[src/rtl/zl_ts_pkg.sv]
// Shared MPEG-TS constants, scheduler state encoding and the null-packet byte generator.
package zl_ts_pkg;

  localparam logic [7:0] TS_SYNC_BYTE   = 8'h47;
  localparam logic [7:0] TS_NULL_HDR1   = 8'h1F;
  localparam logic [7:0] TS_NULL_HDR2   = 8'hFF;
  localparam logic [7:0] TS_NULL_HDR3   = 8'h10;
  localparam logic [7:0] TS_STUFF_BYTE  = 8'hFF;
  localparam int unsigned TS_PKT_LEN    = 188;

  typedef enum logic [1:0] {
    IDLE = 2'd0,
    PASS = 2'd1,
    NULL = 2'd2
  } ts_state_e;

  // Header of a PID 0x1FFF packet followed by stuffing.
  function automatic logic [7:0] ts_null_byte(input int unsigned idx);
    case (idx)
      0:       return TS_SYNC_BYTE;
      1:       return TS_NULL_HDR1;
      2:       return TS_NULL_HDR2;
      3:       return TS_NULL_HDR3;
      default: return TS_STUFF_BYTE;
    endcase
  endfunction

endpackage

[src/rtl/zl_rr_arbiter.sv]
// Combinational round-robin picker: first eligible requester at or after ptr, modulo N.
module zl_rr_arbiter #(
  parameter int unsigned N  = 2,
  parameter int unsigned PW = $clog2(N)
) (
  input  logic [N-1:0]  eligible,
  input  logic [PW-1:0] ptr,
  output logic [N-1:0]  winner,
  output logic [PW-1:0] winner_idx,
  output logic          valid
);

  always_comb begin
    int unsigned idx;
    idx        = 0;
    winner     = '0;
    winner_idx = '0;
    valid      = 1'b0;
    for (int unsigned i = 0; i < N; i++) begin
      idx = (32'(ptr) + i) % N;
      if (!valid && eligible[idx]) begin
        valid       = 1'b1;
        winner[idx] = 1'b1;
        winner_idx  = PW'(idx);
      end
    end
  end

endmodule

[src/rtl/zl_ts_mux.sv]
// Packet-granular TS source scheduler feeding zl_dvb_s_core.
// Define ZL_TS_MUX_NULL_EN to emit null packets when no source is ready.
module zl_ts_mux
  import zl_ts_pkg::*;
#(
  parameter int unsigned N_SRC   = 2,
  parameter int unsigned PKT_LEN = TS_PKT_LEN,
  parameter int unsigned DROP_W  = 16
) (
  input  logic                 clk,
  input  logic                 rst,
  input  logic [8*N_SRC-1:0]   src_data,
  input  logic [N_SRC-1:0]     src_req,
  output logic [N_SRC-1:0]     src_ack,
  output logic [7:0]           data_out,
  output logic                 data_out_req,
  input  logic                 data_out_ack,
  output logic [N_SRC-1:0]     grant,
  output logic [DROP_W-1:0]    drop_cnt,
  output logic                 null_active
);

  localparam int unsigned CW = $clog2(PKT_LEN);
  localparam int unsigned PW = $clog2(N_SRC);

  ts_state_e         state_q;
  logic [CW-1:0]     cnt_q;
  logic [PW-1:0]     ptr_q;
  logic [PW-1:0]     gidx_q;
  logic [N_SRC-1:0]  grant_q;
  logic [DROP_W-1:0] drop_q;

  logic [N_SRC-1:0]  is_sync;
  logic [N_SRC-1:0]  eligible;
  logic [N_SRC-1:0]  discard;
  logic [3:0]        n_discard;
  logic [DROP_W:0]   drop_sum;
  logic [DROP_W-1:0] drop_next;
  logic [N_SRC-1:0]  arb_winner;
  logic [PW-1:0]     arb_idx;
  logic              arb_valid;
  logic [7:0]        sel_byte;
  logic              sel_req;
  logic              last_byte;
  logic              xfer;

  always_comb begin
    is_sync   = '0;
    n_discard = '0;
    for (int k = 0; k < N_SRC; k++) begin
      is_sync[k] = (src_data[8*k +: 8] == TS_SYNC_BYTE);
    end
    eligible = src_req & is_sync;
    discard  = src_req & ~is_sync;
    for (int k = 0; k < N_SRC; k++) begin
      n_discard = n_discard + 4'(discard[k]);
    end
  end

  assign drop_sum  = {1'b0, drop_q} + (DROP_W+1)'(n_discard);
  assign drop_next = drop_sum[DROP_W] ? '1 : drop_sum[DROP_W-1:0];

  zl_rr_arbiter #(
    .N  (N_SRC),
    .PW (PW)
  ) u_arb (
    .eligible   (eligible),
    .ptr        (ptr_q),
    .winner     (arb_winner),
    .winner_idx (arb_idx),
    .valid      (arb_valid)
  );

  assign sel_byte  = src_data[8*gidx_q +: 8];
  assign sel_req   = src_req[gidx_q];
  assign last_byte = (cnt_q == CW'(PKT_LEN - 1));

  // Outputs are forced quiet for the whole cycle in which rst is high.
  always_comb begin
    src_ack      = '0;
    data_out     = 8'h00;
    data_out_req = 1'b0;
    if (!rst) begin
      unique case (state_q)
        IDLE: src_ack = discard;
        PASS: begin
          data_out        = sel_byte;
          data_out_req    = sel_req;
          src_ack[gidx_q] = data_out_ack && sel_req;
        end
`ifdef ZL_TS_MUX_NULL_EN
        NULL: begin
          data_out     = ts_null_byte(32'(cnt_q));
          data_out_req = 1'b1;
        end
`endif
        default: ;
      endcase
    end
  end

  assign xfer     = data_out_req && data_out_ack;
  assign grant    = rst ? '0 : grant_q;
  assign drop_cnt = rst ? '0 : drop_q;

`ifdef ZL_TS_MUX_NULL_EN
  assign null_active = !rst && (state_q == NULL);
`else
  assign null_active = 1'b0;
`endif

  always_ff @(posedge clk) begin
    if (rst) begin
      state_q <= IDLE;
      cnt_q   <= '0;
      ptr_q   <= '0;
      gidx_q  <= '0;
      grant_q <= '0;
      drop_q  <= '0;
    end else begin
      unique case (state_q)
        IDLE: begin
          drop_q <= drop_next;
          cnt_q  <= '0;
          if (arb_valid) begin
            grant_q <= arb_winner;
            gidx_q  <= arb_idx;
            ptr_q   <= (arb_idx == PW'(N_SRC - 1)) ? '0 : arb_idx + 1'b1;
            state_q <= PASS;
          end
`ifdef ZL_TS_MUX_NULL_EN
          else begin
            state_q <= NULL;
          end
`endif
        end
        PASS: begin
          if (xfer) begin
            if (last_byte) begin
              cnt_q   <= '0;
              grant_q <= '0;
              state_q <= IDLE;
            end else begin
              cnt_q <= cnt_q + 1'b1;
            end
          end
        end
`ifdef ZL_TS_MUX_NULL_EN
        NULL: begin
          if (xfer) begin
            if (last_byte) begin
              cnt_q   <= '0;
              state_q <= IDLE;
            end else begin
              cnt_q <= cnt_q + 1'b1;
            end
          end
        end
`endif
        default: state_q <= IDLE;
      endcase
    end
  end

endmodule

[config.mk]
export PLATFORM = sky130hd
export DESIGN_NAME = zl_ts_mux
export DESIGN_NICKNAME = d
export VERILOG_FILES = /design/src/rtl/zl_ts_pkg.sv /design/src/rtl/zl_rr_arbiter.sv /design/src/rtl/zl_ts_mux.sv
export SDC_FILE = /design/constraint.sdc
export NUM_CORES = 1
export LEC_CHECK = 0
export BUFFER_PORTS_ARGS = -buffer_cell sky130_fd_sc_hd__buf_4
export CAP_MARGIN = 20
export CORE_UTILIZATION = 56
export CTS_CLUSTER_DIAMETER = 50
export DETAILED_ROUTE_END_ITERATION = 10
export HOLD_SLACK_MARGIN = 0.15
export PLACE_DENSITY = 0.85
export SLEW_MARGIN = 20
export SYNTH_ARGS = -nofsm -noshare
export SYNTH_HDL_FRONTEND = slang
export SYNTH_SLANG_ARGS = --single-unit
[constraint.sdc]
create_clock -name clk -period 4.1 [get_ports clk]
set_input_delay 0.41 -clock clk [delete_from_list [all_inputs] [get_ports clk]]
set_output_delay 0.41 -clock clk [all_outputs]
set_load 0.03 [all_outputs]
# ---- Word level (Yosys, flattened, before mapping)
# Index checks and enable logic that the tools add are counted.
dict set report op_classes {
  n_reduce_logical 13
  n_mux 37
  shifts 1
  n_lt_le_gt_ge 6
  n_eq_ne 7
  div_mod_pow 0
  mul 0
  n_bitwise 5
  n_addsub 5
}
# operator n
set ops {}
lappend ops {{16-bit two-way mux} 2}
lappend ops {{8-bit two-way mux} 4}
lappend ops {{16-bit by 2-bit adder with 17-bit output} 1}
lappend ops {{8-bit by 7-bit == test with 1-bit output (second input constant)} 2}
lappend ops {{1-bit two-way mux} 16}
lappend ops {{2-bit two-way mux} 8}
lappend ops {{8-bit one-hot mux with 2 select lines} 1}
lappend ops {{16-bit by 5-bit variable part select with 8-bit output} 1}
lappend ops {{2-bit one-hot mux with 2 select lines} 3}
lappend ops {{8-bit by 1-bit adder with 8-bit output (second input constant)} 1}
lappend ops {{8-bit == test (second input constant)} 1}
lappend ops {{2-bit AND} 3}
lappend ops {{1-bit logical AND} 6}
lappend ops {{1-bit by 2-bit < comparator with 1-bit output (second input constant)} 3}
lappend ops {{2-bit inequality test (second input constant)} 3}
lappend ops {{2-bit AND reduction} 2}
lappend ops {{4-bit AND reduction} 1}
lappend ops {{1-bit demux with 1-bit select} 3}
lappend ops {{1-bit >= comparator (second input constant)} 3}
lappend ops {{3-bit AND reduction} 1}
lappend ops {{1-bit adder (second input constant)} 2}
lappend ops {{1-bit by 1-bit adder with 2-bit output} 1}
lappend ops {{2-bit by 1-bit == test with 1-bit output (second input constant)} 1}
lappend ops {{2-bit zero test} 1}
lappend ops {{other kinds (4)} 4}
dict set report word_totals {
  memories 0
  regBits 30
  output_inout_bits 30
  latch_bits 0
  rom_bits 0
  ramBits 0
}

# ---- Depth between registers and ports, before layout
dict set report logic_depth {
  ltp_word 10
  ltp_mapped 12
  mapped_depth_nobuf 10
}

# ---- Modules after synthesis
# From an unflattened synthesis, not the netlist that was laid out.
dict set report hier_totals {
  hier_cells 217
  area_unflattened_um2 1808.0
}
# mod instances cells_per_inst area_per_inst_um2 seq_area_each_um2
set modules_own_cells {}
lappend modules_own_cells {zl_ts_mux 1 212 1775.5 580.6}
lappend modules_own_cells {zl_rr_arbiter 1 5 32.5 0.0}

# ---- Least setup slack after synthesis
# No wires, ideal clock.
dict set report synth_path {
  path_kind {input port to flip-flop}
  start {input port src_data[5]}
  end {register drop_q[11]}
  path_buffers 2
  path_slack_ns 1.453
  cell_stages 12
  required_time_ns 3.966
  setup_ns 0.134
  arrival_ns 2.513
  cell_sequence {or4b_4 > or2_1 > nand2_1 > fa_1 > inv_1 > ha_1 > and4b_1 > buf_2 > nand3_1 > or3_1 > clkbuf_1 > a21oi_1}
}
dict set report synth_between {
  elab_chain_len 6
}
# item line
set synth_rtl {}
lappend synth_rtl {{start, declared} zl_ts_mux.sv:12} ;# input logic [8*N_SRC-1:0] src_data,
lappend synth_rtl {{8-bit by 7-bit == test with 1-bit output} zl_ts_mux.sv:51} ;# is_sync[k] = (src_data[8*k +: 8] == TS_SYNC_BYTE);
lappend synth_rtl {{2-bit inverter} zl_ts_mux.sv:54} ;# discard = src_req & ~is_sync;
lappend synth_rtl {{2-bit AND} zl_ts_mux.sv:54}
lappend synth_rtl {{1-bit by 1-bit adder with 2-bit output} zl_ts_mux.sv:56} ;# n_discard = n_discard + 4'(discard[k]);
lappend synth_rtl {{16-bit by 2-bit adder with 17-bit output} zl_ts_mux.sv:60} ;# assign drop_sum = {1'b0, drop_q} + (DROP_W+1)'(n_discard);
lappend synth_rtl {{16-bit two-way mux} zl_ts_mux.sv:61} ;# assign drop_next = drop_sum[DROP_W] ? '1 : drop_sum[DROP_W-1:0];
lappend synth_rtl {{end signal, assigned} zl_ts_mux.sv:123} ;# drop_q <= drop_next;
lappend synth_rtl {{end, declared} zl_ts_mux.sv:31} ;# logic [DROP_W-1:0] drop_q;
# No other way between the ends.
# A chain may end at the register's enable or synchronous reset.

# ---- Final worst setup path
dict set report layout_path {
  start {input port src_data[8]}
  end {register drop_q[10]}
}
# The elaborated chain is that of the path after synthesis.

==> summary.md <==
The run finished with clean final reports. The synthesized design contains 29 register bits. Headroom to the max-slew limit came out at 61.82%. First-pass GRT wire length: 6844 um. The die outline height came out at 59.29 um. The run gives 226 as the synthesized instance count.

The design draws 535.6 uW. Highest clock rate: 402.8 MHz. The run gives 51 as the number of placed I/O pins. For this run, the leading register cell type out of synthesis is sky130_fd_sc_hd__dfxtp_1. The logs give 20 for the number of rows created at floorplan and 0 for the synthesis warning total.

Port buffering added 49 buffers. The routed design has 4113 um of wire. After detailed routing, the number of remaining DRC violations is 0. The final route contains 1772 vias. Measured along the x axis, the die boundary spans 59.29 um.

The top cell types in the final layout, fill and taps aside, are sky130_fd_sc_hd__buf_4 (49), sky130_fd_sc_hd__dfxtp_1 (29), sky130_fd_sc_hd__nor2_1 (23). The worst setup path is captured at a flip-flop. The number of global-route vias before repair is 1587. Routability-driven placement finished with a final weighted congestion of 0.8480.

After detailed routing, the average wire length per cell comes to 13.14 um. In this run the worst hold path is classified as in -> reg. The share of the clock period used by the worst path was 60.56%. For the number of H-tree levels, the log shows 2. After clock tree synthesis, the clock-pin slew on the worst setup and hold paths is 100 ps.

The number of enable flip-flop cells after synthesis works out to 0. The root buffer cell chosen for the clock tree is sky130_fd_sc_hd__clkbuf_4. For this design, the sink count on the clock tree is 29.

For the worst setup path, the data required time is 4360 ps. The slew at the pin closest to its max-slew limit works out to 571.9 ps. The library cell used most frequently in the layout, excluding fill and tap cells, is sky130_fd_sc_hd__buf_4.

Entering global routing, the biggest net connects 45 pins. The number of iterations in the first detailed-routing pass is 4, and the global route total overflow is 0. After routing, the total negative slack on setup checks comes to 0 ps. The half-perimeter wire length after placement is 3065 um. The number of buffers inserted for hold repair after clock tree synthesis was 0. The clock skew after layout is 6.578 ps.

Once detail routing completed, the nets flagged for antenna violations numbered 0. Once the floorplan was initialized, standard cells occupied 59.72% of the core. The number of maximum-capacitance constraint violations came out at 0. Data arrives at the worst endpoint at 2750 ps. After the first detailed-routing iteration, the DRC count stood at 106. The total track usage is 25.68%, and the buffer count from post-CTS setup fixing is 0. The logs give 73.33% for the final design utilization and 0.2435 mV for the maximum resistive drop on vdd. The smallest clock period supported by the final layout is computed as 2483 ps.

After clock tree synthesis, the repair step resized 0 gates. In this run the mean area of a mapped cell was 8.133 um2. The post-placement cell area is 2202 um2. The tools report the total core area as 3078 um2. The number of nets handed over by synthesis was 250.

Sequential cells were found to cover 31.59% of the synthesized design area. In the routed layout, each cell is associated on average with a via count of 5.661. At the end of the flow, the number of nets in the layout was 292. TritonCTS built the clock tree. In this run the static leakage power is 0.0008644 uW. The worst hold slack was 475.2 ps. The power per cell area was 237.3 nW/um2; the final hold violation count was 0.

Clock network latency to the later pin of the worst-skew pair: 340 ps. The run gives 0 as the final max-slew violation count. Of the cells placed in the final design, the portion with a size suffix greater than 1 is 23.42%.

The run gives 3515 um2 as the die footprint. Setup repair after global routing left no endpoint under its margin. Post-synthesis instance area: 1838 um2.

Async set-reset flop share out of synthesis: 0%. Element type at the critical path start: an input pin. The type of the worst setup path was in -> reg. Compared with the post-synthesis result, the final layout area differs by 22.80%. The repair_antennas step left the layout with diodes totalling 0. Summing all non-filler instances in the final layout gives an area of 2257 um2. Along the worst path, the maximum fanout reaches 10. Number of antenna violations at the first check in global routing: 0. The run gives 2 as the worst-case clock buffer depth.

The tools report the count of endpoints failing setup in the final report as 0. The number of unique standard cell types used by synthesis came out at 50. The number of clock buffers added by TritonCTS is 5.
## Yosys cell counts (all sizes together), types with 2 or more instances
| library cell | count | area share [%] |
|---|---|---|
| dfxtp | 29 | 32 |
| nor4 | 6 | 2.9 |
| xnor2 | 9 | 4.3 |
| or3 | 6 | 2.3 |
| nand3 | 11 | 3.0 |
| nand2 | 9 | 1.8 |
| and4b | 2 | 1.1 |
| o2111ai | 2 | 0.95 |
| nand2b | 4 | 1.4 |
| mux2i | 11 | 6.0 |
| xor2 | 2 | 0.95 |
| nand3b | 3 | 1.2 |
| o21ai | 4 | 1.1 |
| and3 | 4 | 1.4 |
| nor3 | 2 | 0.54 |
| a31oi | 4 | 1.4 |
| clkbuf | 10 | 2.0 |
| nand4b | 5 | 3.2 |
| a221oi | 2 | 0.95 |
| a21oi | 21 | 5.9 |
| nand4 | 5 | 1.7 |
| nor2b | 16 | 5.4 |
| a21o | 2 | 0.82 |
| nor2 | 23 | 4.7 |
| inv | 10 | 2.0 |
| ha | 2 | 1.4 |
| a311oi | 2 | 0.95 |
| buf | 4 | 1.2 |
## worst max-delay path, stage by stage
cell and delay (ps):
sky130_fd_sc_hd__buf_4 110, sky130_fd_sc_hd__and4b_1 200, sky130_fd_sc_hd__nand2_1 120, sky130_fd_sc_hd__nand2_1 90, sky130_fd_sc_hd__fa_1 410, sky130_fd_sc_hd__inv_1 70
sky130_fd_sc_hd__ha_1 200, sky130_fd_sc_hd__and4b_1 320, sky130_fd_sc_hd__nand3_1 120, sky130_fd_sc_hd__or3_1 490, sky130_fd_sc_hd__a21oi_1 200
## cells by family after synthesis
group / count (synthesis) / share of synthesized area, %
simple gates: 104 / 34.72
compound gates: 43 / 14.57
flops: 29 / 31.59
buf+inv: 24 / 5.242
xor+xnor: 11 / 5.242
mux: 11 / 5.991
fa+ha+maj: 3 / 2.450
other cells: 1 / 0.2040
## worst paths after layout
path | from | endpoint | slack [ps] | cells after the start
worst min-delay path | src_req[1] | grant_q[0]$_SDFFE_PP0P_ | 480 | 4
worst min register to register | cnt_q[7]$_SDFFE_PP0P_ | cnt_q[7]$_SDFFE_PP0P_ | 490 | 1
worst max-delay path | src_data[8] | drop_q[10]$_SDFFE_PP0N_ | 1620 | 11
worst max register to register | drop_q[0]$_SDFFE_PP0N_ | drop_q[10]$_SDFFE_PP0N_ | 1800 | 8
## cell type report
type / count / area, um2
Fill cell: 266 / 820.8
Clock inverter: 3 / 17.52
Tap cell: 44 / 55.05
Clock buffer: 5 / 37.54
Timing Repair Buffer: 49 / 367.9
Multi-Input combinational cell: 173 / 1161
Sequential cell: 29 / 580.6
Inverter: 10 / 37.54
## metal layers
layer  vias up  track usage [%]  wire (um)
met5         -                0          0
met4         0            8.163         57
met3         7            5.895        233
met2        59            40.29       1950
met1       806            34.78       1871
li1        900                -          -
## flip-flops by register name (all words and copies together) (netlist names)
name     cells
drop_q      16
state_q      1
cnt_q        8
gidx_q       1
grant_q      2
ptr_q        1
## metrics by stage
step | cells | setup slack, ps
2_1_floorplan | 226 | 1453
3_3_place_gp | 305 | 1357
3_5_place_dp | 305 | 1284
4_1_cts | 313 | 1646
5_1_grt | 313 | 1460
6_report | 313 | 1617
## where the power goes
group	switching, uW	internal (uW)	total (uW)	leakage [uW]
clock network	106	64.5	171	0.0000310
registers	3.59	286	290	0.000234
logic	42.1	32.9	75.0	0.000599
(Power assumes the default switching activity.)
